<file path="src/rtl/apu_pkg.sv">
// Shared APU definitions: length-counter lookup, frame-sequencer tick counts,
// register select codes and frame-sequence mode encoding.
package apu_pkg;

    localparam logic [15:0] TICK_QF1       = 16'd7457;
    localparam logic [15:0] TICK_HF1       = 16'd14913;
    localparam logic [15:0] TICK_QF3       = 16'd22371;
    localparam logic [15:0] TICK_END_4STEP = 16'd29829;
    localparam logic [15:0] TICK_END_5STEP = 16'd37281;

    typedef enum logic [1:0] {
        REG_LINEAR   = 2'd0,
        REG_UNUSED   = 2'd1,
        REG_TIMER_LO = 2'd2,
        REG_LEN_HI   = 2'd3
    } reg_addr_e;

    typedef enum logic {
        SEQ_4STEP = 1'b0,
        SEQ_5STEP = 1'b1
    } seq_mode_e;

    localparam logic [7:0] LEN_TABLE [0:31] = '{
        8'd10,  8'd254, 8'd20,  8'd2,   8'd40,  8'd4,   8'd80,  8'd6,
        8'd160, 8'd8,   8'd60,  8'd10,  8'd14,  8'd12,  8'd26,  8'd14,
        8'd12,  8'd16,  8'd24,  8'd18,  8'd48,  8'd20,  8'd96,  8'd22,
        8'd192, 8'd24,  8'd72,  8'd26,  8'd16,  8'd28,  8'd32,  8'd30
    };

    function automatic logic [7:0] len_lookup(input logic [4:0] idx);
        return LEN_TABLE[idx];
    endfunction

endpackage

</file>
<file path="src/rtl/apu_frame_seq.sv">
// APU frame sequencer: free-running cycle counter producing registered
// quarter-frame and half-frame ticks in 4-step or 5-step mode.
module apu_frame_seq
    import apu_pkg::*;
(
    input  logic clk,
    input  logic reset,
    input  logic frame_mode,
    output logic qf,
    output logic hf
);

    logic [15:0] cnt;
    logic [15:0] last;
    seq_mode_e   mode_q;
    seq_mode_e   mode_eff;
    logic        q_hit;
    logic        h_hit;

    // The mode input is only honoured on the count-0 cycle; elsewhere the
    // mode latched at the start of the sequence governs.
    always_comb begin
        mode_eff = (cnt == '0) ? seq_mode_e'(frame_mode) : mode_q;
        last     = (mode_eff == SEQ_5STEP) ? TICK_END_5STEP : TICK_END_4STEP;
        h_hit    = (cnt == TICK_HF1) || (cnt == last);
        q_hit    = h_hit || (cnt == TICK_QF1) || (cnt == TICK_QF3);
    end

    always_ff @(posedge clk) begin
        if (reset) begin
            cnt    <= '0;
            mode_q <= SEQ_4STEP;
            qf     <= 1'b0;
            hf     <= 1'b0;
        end else begin
            cnt    <= (cnt == last) ? '0 : cnt + 16'd1;
            mode_q <= mode_eff;
            qf     <= q_hit;
            hf     <= h_hit;
        end
    end

endmodule

</file>
<file path="src/rtl/tri_gate_ctrl.sv">
// Triangle channel gating: register file, linear counter, length counter and
// the step-enable gate, clocked by the shared frame sequencer ticks.
module tri_gate_ctrl
    import apu_pkg::*;
(
    input  logic       clk,
    input  logic       reset,
    input  logic       wr_en,
    input  logic [1:0] wr_addr,
    input  logic [7:0] wr_data,
    input  logic       ch_en,
    input  logic       frame_mode,
    output logic [7:0] r1,
    output logic [7:0] r3,
    output logic [7:0] r4,
    output logic       step_en,
    output logic       len_active,
    output logic       qf,
    output logic       hf,
    output logic [6:0] lin_cnt
);

    reg_addr_e  addr;
    logic       wr_len;
    logic [7:0] len_cnt;
    logic [7:0] len_next;
    logic [6:0] lin_next;
    logic       reload_flag;
    logic       reload_next;

    apu_frame_seq u_frame_seq (
        .clk        (clk),
        .reset      (reset),
        .frame_mode (frame_mode),
        .qf         (qf),
        .hf         (hf)
    );

    // All counter decisions use the pre-write r1; a $400B write lands after
    // quarter-frame processing so qf sees the old reload flag.
    always_comb begin
        addr        = reg_addr_e'(wr_addr);
        wr_len      = wr_en && (addr == REG_LEN_HI);
        lin_next    = lin_cnt;
        reload_next = reload_flag;
        len_next    = len_cnt;

        if (qf) begin
            if (reload_flag) begin
                lin_next = r1[6:0];
            end else if (lin_cnt != '0) begin
                lin_next = lin_cnt - 7'd1;
            end
            if (!r1[7]) begin
                reload_next = 1'b0;
            end
        end
        if (wr_len) begin
            reload_next = 1'b1;
        end

        if (!ch_en) begin
            len_next = '0;
        end else if (wr_len) begin
            len_next = len_lookup(wr_data[7:3]);
        end else if (hf && !r1[7] && (len_cnt != '0)) begin
            len_next = len_cnt - 8'd1;
        end
    end

    always_ff @(posedge clk) begin
        if (reset) begin
            r1          <= '0;
            r3          <= '0;
            r4          <= '0;
            lin_cnt     <= '0;
            len_cnt     <= '0;
            reload_flag <= 1'b0;
            step_en     <= 1'b0;
            len_active  <= 1'b0;
        end else begin
            lin_cnt     <= lin_next;
            len_cnt     <= len_next;
            reload_flag <= reload_next;
            step_en     <= (lin_cnt != '0) && (len_cnt != '0);
            len_active  <= (len_cnt != '0);
            if (wr_en) begin
                case (addr)
                    REG_LINEAR:   r1 <= wr_data;
                    REG_TIMER_LO: r3 <= wr_data;
                    REG_LEN_HI:   r4 <= wr_data;
                    default:      ;
                endcase
            end
        end
    end

endmodule

</file>
<file path="config.mk">
export PLATFORM = sky130hd
export DESIGN_NAME = tri_gate_ctrl
export DESIGN_NICKNAME = d
export VERILOG_FILES = /design/src/rtl/apu_pkg.sv /design/src/rtl/apu_frame_seq.sv /design/src/rtl/tri_gate_ctrl.sv
export SDC_FILE = /design/constraint.sdc
export NUM_CORES = 1
export LEC_CHECK = 0
export BUFFER_PORTS_ARGS = -buffer_cell sky130_fd_sc_hd__buf_2
export CAP_MARGIN = 10
export CELL_PAD_IN_SITES_DETAIL_PLACEMENT = 1
export CELL_PAD_IN_SITES_GLOBAL_PLACEMENT = 1
export CORE_ASPECT_RATIO = 0.6
export CORE_MARGIN = 4
export CORE_UTILIZATION = 42
export CTS_CLUSTER_DIAMETER = 40
export CTS_CLUSTER_SIZE = 12
export DETAILED_ROUTE_END_ITERATION = 12
export GPL_TIMING_DRIVEN = 0
export PLACE_DENSITY_LB_ADDON = 0.15
export SLEW_MARGIN = 20
export SYNTH_ARGS = -nofsm -noshare
export SYNTH_HDL_FRONTEND = slang
export SYNTH_SLANG_ARGS = --single-unit
</file>
<file path="constraint.sdc">
create_clock -name clk -period 2 [get_ports clk]
set_input_delay 0 -clock clk [delete_from_list [all_inputs] [get_ports clk]]
set_output_delay 0 -clock clk [all_outputs]
set_load 0.05 [all_outputs]
</file>
### Word-level counts from Yosys, hierarchy flattened

Memories as Yosys holds them, arrays and structs flattened.
Cells that the tools add are included.

* add/sub/neg operators: 3
* $lt $le $gt $ge: 1
* equality and inequality tests: 7
* muxes and demuxes: 11
* bitwise gates (word level): 2
* reduce and logical (&&, ||, !) cells: 22

Operators by type and width (count)
* $mux 8: 4
* $add 16x1->16 const B: 1
* $eq 16x13->1 const B: 1
* $eq 16x14->1 const B: 1
* $eq 16x15->1 const B: 1
* $eq 16x16->1: 1
* $logic_not 16->1: 1
* $mux 16: 1
* $mux 7: 2
* $reduce_and 2->1: 5
* $reduce_bool 8->1: 1
* $sub 8x1->8 const B: 1
* $reduce_bool 7->1: 1
* $sub 7x1->7 const B: 1
* $ge 6x6->1 const B: 1
* $not 5->6: 1
* $reduce_bool 2->1: 3
* $eq 2x2->1 const B: 2
* $logic_and 1x1->1: 4
* $mux 1: 4
* $reduce_or 2->1: 2
* $logic_or 1x1->1: 3
* $logic_not 2->1: 1
* $ne 2x1->1 const B: 1
* other kinds (2): 2

* bits in registers: 61
* bits in read-only memories: 256
* logic and storage cells: 59
* memories: 1

Memory list
* (no name shown): depth 32, width 8, read ports 1, clocked after memory_dff 0, write ports 0, line apu_pkg.sv:31 `return LEN_TABLE[idx];`

### Logic depth before layout (Yosys ltp)

Gate-level depths: netlist of the first run.

* word-level depth: 7
* mapped depth: 8
* gate-level depth less buffers: 7

### Modules after synthesis

A second synthesis of the first run with hierarchy kept.

* cells, all modules: 382
* area, all modules: 3161.8 µm²

By module, submodules not included
* tri_gate_ctrl: times used 1, cells an instance 270, area each 2164.6 µm²
* apu_frame_seq: times used 1, cells an instance 112, area each 997.2 µm²

### Worst setup path after synthesis of the first run

Ideal clock, no wire load.

* path type: register to register
* start: register lin_cnt[0]
* end: register lin_cnt[3]
* setup time: 128 ps
* data arrival time: 1638 ps
* required time: 1872 ps
* slack: 234 ps
* stages on the path, launching flop included: 9
* path buffers: 1
* period minus slack after synthesis: 1766 ps
* cells stage by stage: dfxtp_1 > inv_1 > ha_1 > nand2b_1 > o41a_1 > buf_6 > o21ai_2 > a22oi_1 > nor2_1

* cells in the longest elaborated chain, start to end: 3
* elaborated cells between the ends (all ways): 6
* those cells by class: 1 x add/sub; 2 x mux; 3 x reduce/logical

Ends and longest elaborated chain
* start, declared: line tri_gate_ctrl.sv:20 `output logic [6:0] lin_cnt`
* start signal, assigned: line tri_gate_ctrl.sv:82 `lin_cnt <= lin_next;`
* $sub 7x1->7 or $reduce_bool 7->1 (tied branches): line tri_gate_ctrl.sv:52, tri_gate_ctrl.sv:51
* $mux 7 or $reduce_bool 2->1 (tied branches)
* $mux 7 or $reduce_and 2->1 (tied branches)

Several ways; a longest one is shown, not always the timed one. The select of a mux whose other input is x is not followed.
A chain may end at the register's enable or synchronous reset.

### Final worst setup path of the first run

* start: register len_cnt[0]
* end: register len_cnt[5]

* cells in the longest elaborated chain, start to end: 3
* elaborated cells between the ends (all ways): 6
* those cells by class: 1 x add/sub; 2 x mux; 3 x reduce/logical

Ends and longest elaborated chain
* start, declared: line tri_gate_ctrl.sv:25 `logic [7:0] len_cnt;`
* start signal, assigned: line tri_gate_ctrl.sv:83 `len_cnt <= len_next;`
* $sub 8x1->8 or $reduce_bool 8->1 (tied branches): line tri_gate_ctrl.sv:67, tri_gate_ctrl.sv:66
* $mux 8 or $logic_and 1x1->1 (tied branches): line tri_gate_ctrl.sv:66 `end else if (hf && !r1[7] && (len_cnt != '0)) begin`
* $mux 8 or $reduce_bool 2->1 (tied branches)

Several ways; a longest one is shown, not always the timed one. The select of a mux whose other input is x is not followed.

==> qor.txt, run 1 <==
Status = complete, no violations
Global route overflow = 0
CP bufs+invs = 1
Crit-path max cell delay = 0.37 ns
Syn_nets = 411
First-pass GRT wire length = 16.3 mm
Final core occ = 0.536
Via density = 5.47
Max-slew violation count = 0
DR DRC count = 0
Worst EP required = 2.25 ns
Crit path kind = register to register
PwrDens = 845 mW/mm^2
Starting Density = 0.435
Postcts setup bufs = 0
Die area = 0.00909 mm^2
Fin. Hold Viols = 0
Share of cells above drive strength 1 = 0.191
Hold Path Class = input pin to register
RSZ-0062 raised after global routing = false
# Max-Cap Violations = 0
Final #Nets = 473
Yosys warns = 0
Crit-path max FO = 6
Final period util = 0.911
Critical Path Slowest Stage Cell = dfxtp_1
GRT Overall Usage = 0.237
Port bufs = 47
Final WS setup = 0.178 ns
# rows = 24
CTS max path bufs = 2
Number of clock buffers inserted by TritonCTS = 9
Pre-Repair DR Iteration Count = 4
Worst Skew = 0.00587 ns
Routed WL per cell = 18.3 um
Worst-path cell chain = inv_1, ha_1, nor3b_2, a21boi_2, and4b_1, o21ai_0, o221ai_1
Number of sinks on the clock net = 61
Worst-path clk slew = 0.05 ns
Largest net degree at the start of global routing = 11
Ys async rst share = 0
Place WS = 0.0436 ns
# IOs = 50
Syn avg cell area = 8.30 um^2
DRT antenna net count = 0
Relative slew slack = 0.608
Routability cong. = 0.924
Fmax = 549 MHz
Area grow syn2layout = 23.1%
CTS HTree Levels = 3
Cell area after synthesis = 0.00319 mm^2
Chip width = 120 um
Number of global-route vias before repair = 3,023
Worst-Skew Late Latency = 0.34 ns
Peak VDD IR = 0.744 mV
Arrival @ worst endpoint = 2.08 ns
Yosys cell types = 58
Initial antenna violation count = 0
Iteration-0 DRC Markers = 218
CTS Root Cell = clkbuf_16
Register bit total from synthesis = 61
Synth Instances = 384
Critical path startpoint category = register
Via count = 3,036
Top_reg_cell synth = dfxtp_1
Area of the core = 0.00733 mm^2
CTS tree = done
Worst setup EP type = register
Min Clock Period, post-route = 1.82 ns
Seq/Total Area, Yosys = 0.383
Worst-Margin Slew = 0.588 ns
Multi-input logic area = 0.00180 mm^2
Delay-heaviest family, CP = compound AO/OA/AOI/OAI gates
Setup violators final = 0
Post-synth EDFFs = 0
Fillers = 952
Pleak = 1.60 nW
Ant diodes = 0
Post-DP HPWL = 7.44 mm
Die height = 75.5 um
Register Area = 0.00122 mm^2
Drt total wl = 10.1 mm
Setup_tns = 0 ns
[worst min-delay path: stages]
cell and delay [ns]:
buf_2 0.16, nand2_1 0.08, a21oi_1 0.05
[worst paths after layout]
path | depth (start not counted) | end | slack (ns) | startpoint
worst min-delay path | 3 | r4[4] | 0.01 | wr_data[4]
worst min register to register | 2 | r4[7] | 0.45 | r4[7]
worst max-delay path | 7 | len_cnt[5] | 0.18 | len_cnt[0]
worst max register to register | 7 | len_cnt[5] | 0.18 | len_cnt[0]
[registers in the layout, summed over array words and instances, names as in the netlist, 7 cells and up]
name             count
r3                   8
lin_cnt              7
u_frame_seq.cnt     16
len_cnt              8
r4                   8
r1                   8
[through the flow]
step                      instances  power (mW)  hold WS (ns)  instance area (um^2)
after floorplan                 384        1.51         0.136                  3190
after global placement          535        1.60         0.235                  3550
after detailed placement        535        1.62         0.246                  3550
after CTS                       555        3.34      0.000745                  3920
after global routing            555        3.43        0.0169                  3920
final                           555        3.32        0.0148                  3920
[layer usage]
metal | up-vias | part of all wire | track usage | wire length [um]
li1 | 1467 | - | - | -
met3 | 10 | 0.067 | 0.0705 | 680
met2 | 91 | 0.41 | 0.351 | 4180
met5 | - | 0 | 0 | 0
met4 | 0 | 0.011 | 0.0691 | 108
met1 | 1468 | 0.51 | 0.337 | 5170
[area by class of cell]
type                    count  area share
well taps                 104      0.0332
inverters                  17      0.0163
multi-input cells         283       0.458
clock buffers              12      0.0654
repair buffers             51      0.0702
clock inverters             4      0.0179
flip-flops and latches     61       0.311
plain buffers              23      0.0284
[timing repair]
| item | 4_1_cts | 5_1_grt |
|---|---|---|
| hold buffers | 4 | 0 |
| hold endpoints to repair | 10 | 0 |
| gates resized for setup | 0 | 1 |
| endpoints found under the setup margin | 0 | 2 |
[cells in the final DEF (no fill, tap or decap), drive strengths merged, types with 2 or more instances in the layout]
cell type    Yosys  layout
clkbuf          13      25
clkinv           0       2
nor3b            5       5
mux2i           16      16
nand2b           5       5
a31oi            3       3
nand2           41      41
nor2            57      57
nor4b            2       2
nor2b            2       2
o31ai            3       3
bufinv           0       2
xor2             9       9
dfxtp           61      61
nand3b           2       2
a211oi           4       4
o2111ai          2       2
o211ai           5       5
and2             2       2
inv             17      17
xnor2           10      10
nand3           15      15
ha              12      12
or2              2       2
and3             2       2
o21ai           17      17
dlygate4sd3      0       4
a21oi           25      25
and4b            2       2
nand4            5       5
nor4             3       3
nor3            10      10
buf             10      57
a22oi            3       3
[report_power, final]
part / internal, mW / leakage (nW) / switching (mW)
combinational: 0.105 / 0.947 / 0.227
sequential: 1.25 / 0.494 / 0.0230
clock: 1.15 / 0.163 / 0.563
[synthesized netlist by cell type, drive strengths merged, types with 3 or more instances]
master | n | area [um^2]
nand3 | 15 | 75.1
a211oi | 4 | 30.0
mux2i | 16 | 160
nor4 | 3 | 33.8
nand2 | 41 | 154
nor3 | 10 | 55.1
o21ai | 17 | 92.6
xnor2 | 10 | 87.6
ha | 12 | 150
inv | 17 | 63.8
o31ai | 3 | 22.5
nand2b | 5 | 31.3
buf | 10 | 62.6
nor3b | 5 | 37.5
a22oi | 3 | 22.5
xor2 | 9 | 78.8
a21oi | 25 | 125
o211ai | 5 | 37.5
nand4 | 5 | 37.5
nor2 | 57 | 214
dfxtp | 61 | 1220
clkbuf | 13 | 48.8
a31oi | 3 | 18.8
[logic make-up (layout without fill, tap and decap cells)]
group                    count (synthesis)  count (layout)  synth area share
flip-flops                              61              61             0.383
multiplexers                            17              17            0.0573
buffers and inverters                   40             107            0.0550
adder cells (fa/ha/maj)                 12              12            0.0471
AND/OR/NAND/NOR                        161             161             0.251
AO/OA/AOI/OAI                           74              74             0.154
XOR/XNOR                                19              19            0.0522
(Power assumes the default switching activity.)
==> run 2: changes to the inputs <==
==> constraint.sdc (replaced) <==
create_clock -name clk -period 1.89 [get_ports clk]
set_input_delay 0 -clock clk [delete_from_list [all_inputs] [get_ports clk]]
set_output_delay 0 -clock clk [all_outputs]
set_load 0.05 [all_outputs]
==> run 2 against run 1 <==
Compared with the run above: via count shrank 0.20%; wire length increased by 0.16%; clock power up 6%; highest routed layer unchanged; clock skew about the same; final area grew 0.54%; register-to-register slack about the same; cell count unchanged; combinational power is 6.3% higher; global-route usage stayed put; total power is 5.9% higher.
==> qor.txt, run 2 (synthesis gave the netlist of run 1 again) <==
GRT Overall Usage = 0.237 (unchanged)
RSZ-0062 raised after global routing = false
Pleak = 1.61 nW (+0.49%)
Arrival @ worst endpoint = 1.95 ns (-0.13 ns)
Critical Path Slowest Stage Cell = dfxtp_1
Initial antenna violation count = 0 (unchanged)
DR DRC count = 0 (unchanged)
Final WS setup = 0.168 ns (-0.0105 ns)
Number of clock buffers inserted by TritonCTS = 9 (unchanged)
Worst EP required = 2.12 ns (-0.13 ns)
CTS Root Cell = clkbuf_16
First-pass GRT wire length = 16.3 mm (unchanged)
Combinational power share = 0.101 (about the same)
Crit-path max FO = 10 (+4)
Sw Pwr = 0.862 mW (+6.0%)
Final period util = 0.911 (about the same)
Peak VDD IR = 0.789 mV (+6.1%)
Number of flip-flops in the largest register = 16 (unchanged)
CTS max path bufs = 2 (unchanged)
Fillers = 947 (-0.53%)
PwrDens = 891 mW/mm^2 (+5.3%)
Fin. Hold Viols = 0 (unchanged)
Largest net degree at the start of global routing = 11 (unchanged)
Crit-path max cell delay = 0.30 ns (-0.07 ns)
# Max-Cap Violations = 0 (unchanged)
Crit path kind = register to register
Min Clock Period, post-route = 1.72 ns (-0.0995 ns)
Area of the core = 0.00733 mm^2 (unchanged)
Power Internal = 2.65 mW (+5.9%)
Port bufs = 47 (unchanged)
Finished Layout Cells = 555 (unchanged)
Post-DP HPWL = 7.44 mm (unchanged)
Fmax = 581 MHz (+5.8%)
Most flop-heavy register = u_frame_seq.cnt
Max-slew violation count = 0 (unchanged)
Via density = 5.46 (-0.20%)
Area grow syn2layout = 23.8%
Number of sinks on the clock net = 61 (unchanged)
Die area = 0.00909 mm^2 (unchanged)
Pre-Repair DR Iteration Count = 4 (unchanged)
# rows = 24 (unchanged)
Sw Ratio = 0.245 (+0.000312)
Hold Path Class = input pin to register
Critical path startpoint category = register
Setup_tns = 0 ns (unchanged)
Final #Nets = 473 (unchanged)
Setup violators final = 0 (unchanged)
Multi-input logic area = 0.00182 mm^2 (+1.2%)
Status = complete, no violations
Routed WL per cell = 18.3 um (+0.16%)
Relative slew slack = 0.600 (-0.00848)
Via count = 3,030 (-0.20%)
Chip width = 120 um (unchanged)
Global route overflow = 0 (unchanged)
Starting Density = 0.435 (unchanged)
Register Area = 0.00122 mm^2 (unchanged)
Worst-Skew Late Latency = 0.34 ns (about the same)
Worst-path cell chain = clkbuf_1, nor3_1, nand3_1, a21oi_1, a31o_2, buf_4, nor2_1
CTS HTree Levels = 3 (unchanged)
Placed cells = 535 (unchanged)
Worst setup EP type = register
CTS tree = done
DRT antenna net count = 0 (unchanged)
Final core occ = 0.538 (+0.00290)
Number of global-route vias before repair = 3,023 (unchanged)
Sequential Power Share = 0.382 (about the same)
Ant diodes = 0 (unchanged)
Iteration-0 DRC Markers = 228 (+4.6%)
Worst-Margin Slew = 0.600 ns (+0.0127 ns)
Postcts setup bufs = 0 (unchanged)
Place WS = -0.0664 ns (-0.110 ns)
Most common cell after layout, fill and taps aside = dfxtp_1
# IOs = 50 (unchanged)
Worst-path clk slew = 0.05 ns (about the same)
Drt total wl = 10.2 mm (+0.16%)
Most frequent cells in the layout = 61 x dfxtp_1, 57 x nor2_1, 52 x buf_2, 41 x nand2_1, 25 x a21oi_1
Clock power share = 0.517 (about the same)
Die height = 75.5 um (unchanged)
Worst Skew = 0.00616 ns (+0.000289 ns)
Routability cong. = 0.924 (unchanged)
Share of cells above drive strength 1 = 0.195 (+0.00443)
==> run 2: cell counts in the layout (fill, tap and decap cells not counted) <==
No cell type changed its count.
==> run 2: worst max-delay path: cells and delay by family (launching register included) <==
kind            cells  cell delay [ns]
simple gates        3             0.49
compound gates      2             0.43
buf+inv             2             0.40
flops               1             0.30
==> run 2: path summary, 6_finish.rpt <==
path         slack, ns               start             endpoint  depth (start not counted)
max               0.17  u_frame_seq.cnt[9]  u_frame_seq.cnt[13]                          7
min               0.01          wr_data[4]                r4[4]                          3
max reg2reg       0.17  u_frame_seq.cnt[9]  u_frame_seq.cnt[13]                          7
min reg2reg       0.45               r4[7]                r4[7]                          2
==> run 2: layer usage <==
layer	wire (um)	part of all wire	GRT usage
met3	690	0.068	0.0705
met4	99	0.0097	0.0691
met2	4200	0.41	0.351
met5	0	0	0
met1	5170	0.51	0.337
==> run 2: power by group through the flow <==
stage	Combinational, mW	Sequential [mW]	Clock (mW)
floorplan	0.171	1.43	0
global placement	0.330	1.37	0
global route	0.386	1.35	1.90
finish	0.353	1.34	1.82
CTS	0.350	1.34	1.85
detailed placement	0.341	1.37	0
==> run 2: repair_timing <==
action | 4_1_cts | 5_1_grt
setup endpoints to repair | 1 | 4
hold endpoints to repair | 10 | 0
resized for setup | 1 | 4
pin swaps | 0 | 1
hold buffers | 4 | 0
==> run 2: cell type report <==
type                       count  area share
clock inverter                 4      0.0178
clock buffer                  12      0.0650
sequential                    61       0.310
inverter                      17      0.0162
multi-input combinational    283       0.461
tap                          104      0.0330
buffer                        23      0.0282
timing repair buffer          51      0.0698
==> run 2: per-stage QoR <==
| stage | total power [mW] | cell area [um^2] | hold WS, ns |
|---|---|---|---|
| 2_1_floorplan | 1.60 | 3190 | 0.136 |
| 3_3_place_gp | 1.70 | 3550 | 0.235 |
| 3_5_place_dp | 1.71 | 3550 | 0.246 |
| 4_1_cts | 3.54 | 3920 | 0.000745 |
| 5_1_grt | 3.64 | 3950 | 0.00330 |
| 6_report | 3.51 | 3950 | 0.0140 |
==> run 3: changes to the inputs <==
==> constraint.sdc (replaced) <==
create_clock -name clk -period 1.89 [get_ports clk]
set_input_delay 0.378 -clock clk [delete_from_list [all_inputs] [get_ports clk]]
set_output_delay 0.378 -clock clk [all_outputs]
set_load 0.05 [all_outputs]
==> run 3 against run 2 <==
Compared with the run above: count of clock-buffer cells in the layout unchanged; combinational power about the same; maximum frequency fell by 3.2%; clock power hardly changed; worst setup slack got worse by 0.058 ns; clock skew barely moved; die area stayed put; hold slack better by 0.26 ns; cell count is 0.18% lower; utilization hardly changed; via count is 0.73% higher.
==> qor.txt, run 3 (synthesis gave the netlist of run 1 again) <==
Metal-1 WL = 5.03 mm (-2.8%)
Final core occ = 0.538 (about the same)
Crit path kind = input pin to register
Hold buffers post-CTS = 0 (-4)
Final period util = 0.942 (+0.0305)
CTS HTree Levels = 3 (unchanged)
Arrival @ worst endpoint = 2.01 ns (+0.06 ns)
Crit-path max cell delay = 0.48 ns (+0.18 ns)
PwrDens = 892 mW/mm^2 (+0.21%)
CTS Root Cell = clkbuf_16
Status = complete, no violations
Placed cells = 535 (unchanged)
Routed WL per cell = 18.2 um (-0.62%)
GRT Overall Usage = 0.235 (-0.00211)
CTS tree = done
DRT antenna net count = 0 (unchanged)
Most frequent cells in the layout = 61 x dfxtp_1, 57 x nor2_1, 51 x buf_2, 41 x nand2_1, 25 x a21oi_1
Hold Path Class = input pin to register
Cell area after layout = 0.00394 mm^2 (about the same)
# rows = 24 (unchanged)
Pleak = 1.61 nW (-0.29%)
Ant diodes = 0 (unchanged)
Max-slew violation count = 0 (unchanged)
Area of the core = 0.00733 mm^2 (unchanged)
Number of sinks on the clock net = 61 (unchanged)
Critical path startpoint category = input pin
Most flop-heavy register = u_frame_seq.cnt
Global route overflow = 0 (unchanged)
Worst EP required = 2.12 ns (about the same)
First-pass GRT wire length = 16.1 mm (-0.89%)
Post-DP HPWL = 7.44 mm (unchanged)
Chip width = 120 um (unchanged)
Worst-Skew Late Latency = 0.34 ns (about the same)
Finished Layout Cells = 554 (-0.18%)
Starting Density = 0.435 (unchanged)
RSZ-0062 raised after global routing = false
Via density = 5.51 (+0.91%)
Final #Nets = 472 (-0.21%)
Worst-path cell chain = clkbuf_4, clkinvlp_4, ha_1, mux4_2, o21ai_2, o21ai_0, o2111a_1
Setup violators final = 0 (unchanged)
Number of clock buffers inserted by TritonCTS = 9 (unchanged)
Fmax = 562 MHz (-3.2%)
Worst setup EP type = register
Met2 WL = 4.16 mm (-0.95%)
Routability cong. = 0.924 (unchanged)
Fin. Hold Viols = 0 (unchanged)
# IOs = 50 (unchanged)
Relative slew slack = 0.592 (-0.00768)
Highest Signal Layer = met4
Setup_tns = 0 ns (unchanged)
Worst-Margin Slew = 0.612 ns (+0.0115 ns)
Die height = 75.5 um (unchanged)
Worst-path clk slew = 0.05 ns (about the same)
Worst Skew = 0.00603 ns (-0.000125 ns)
Critical Path Slowest Stage Cell = mux4_2
Iteration-0 DRC Markers = 226 (-0.88%)
Min Clock Period, post-route = 1.78 ns (+0.0577 ns)
DR DRC count = 0 (unchanged)
Share of cells above drive strength 1 = 0.209 (+0.0138)
Port bufs = 47 (unchanged)
Placed cell areas = 0.00355 mm^2 (unchanged)
Drt total wl = 10.1 mm (-0.80%)
Die area = 0.00909 mm^2 (unchanged)
Area grow syn2layout = 23.8% (about the same)
# Max-Cap Violations = 0 (unchanged)
Pre-Repair DR Iteration Count = 4 (unchanged)
Metal3 WL = 785 um (+14%)
Largest net degree at the start of global routing = 11 (unchanged)
Number of global-route vias before repair = 3,012 (-0.36%)
Initial antenna violation count = 0 (unchanged)
Peak VDD IR = 0.788 mV (about the same)
CTS max path bufs = 2 (unchanged)
Most common cell after layout, fill and taps aside = dfxtp_1
Number of flip-flops in the largest register = 16 (unchanged)
Via count = 3,052 (+0.73%)
Crit-path max FO = 9 (-1)
-- run 3: critical path, delay by kind of cell --
family                   cells  cell delay [ns]
buffers and inverters        2             0.36
AO/OA/AOI/OAI                3             0.45
adder cells (fa/ha/maj)      1             0.34
multiplexers                 1             0.48
-- run 3: stage by stage --
| step | hold slack [ns] | setup slack (ns) | power, mW |
|---|---|---|---|
| 5_1_grt | 0.315 | 0.0193 | 3.64 |
| 3_5_place_dp | 0.445 | -0.444 | 1.71 |
| 3_3_place_gp | 0.441 | -0.354 | 1.70 |
| 4_1_cts | 0.269 | 0.0261 | 3.53 |
| 6_report | 0.272 | 0.110 | 3.52 |
| 2_1_floorplan | 0.437 | 0.124 | 1.60 |
-- run 3: per-layer routing --
layer  up-vias  global-route usage
met5         -                   0
met2        95               0.345
met3        10              0.0660
li1       1462                   -
met1      1485               0.338
met4         0              0.0704
-- run 3: report_power, final --
part | internal [mW] | total, mW | switching (mW)
Sequential | 1.32 | 1.34 | 0.0246
Clock | 1.22 | 1.82 | 0.599
Combinational | 0.112 | 0.356 | 0.244
-- run 3: cell type report --
type                            instances  area [um^2]
Clock buffer                           12          256
Timing Repair Buffer                   50          260
Clock inverter                          4         70.1
Sequential cell                        61         1220
Inverter                               17         67.6
Fill cell                             939         3380
Tap cell                              104          130
Multi-Input combinational cell        283         1830
Buffer                                 23          111
-- run 3: path summary, 6_finish.rpt --
kind | slack, ns | cells after the start | endpoint | startpoint
max | 0.11 | 7 | len_cnt[2] | wr_data[3]
min | 0.27 | 3 | u_frame_seq.mode_q | frame_mode
max reg2reg | 0.17 | 7 | u_frame_seq.cnt[13] | u_frame_seq.cnt[9]
min reg2reg | 0.45 | 2 | r4[7] | r4[7]
-- run 3: what timing repair did --
item | CTS | global route
gates resized for setup | 2 | 8
setup endpoints to repair | 2 | 5
pin swaps | 0 | 1
gates cloned | 0 | 0
buffers inserted | 0 | 3
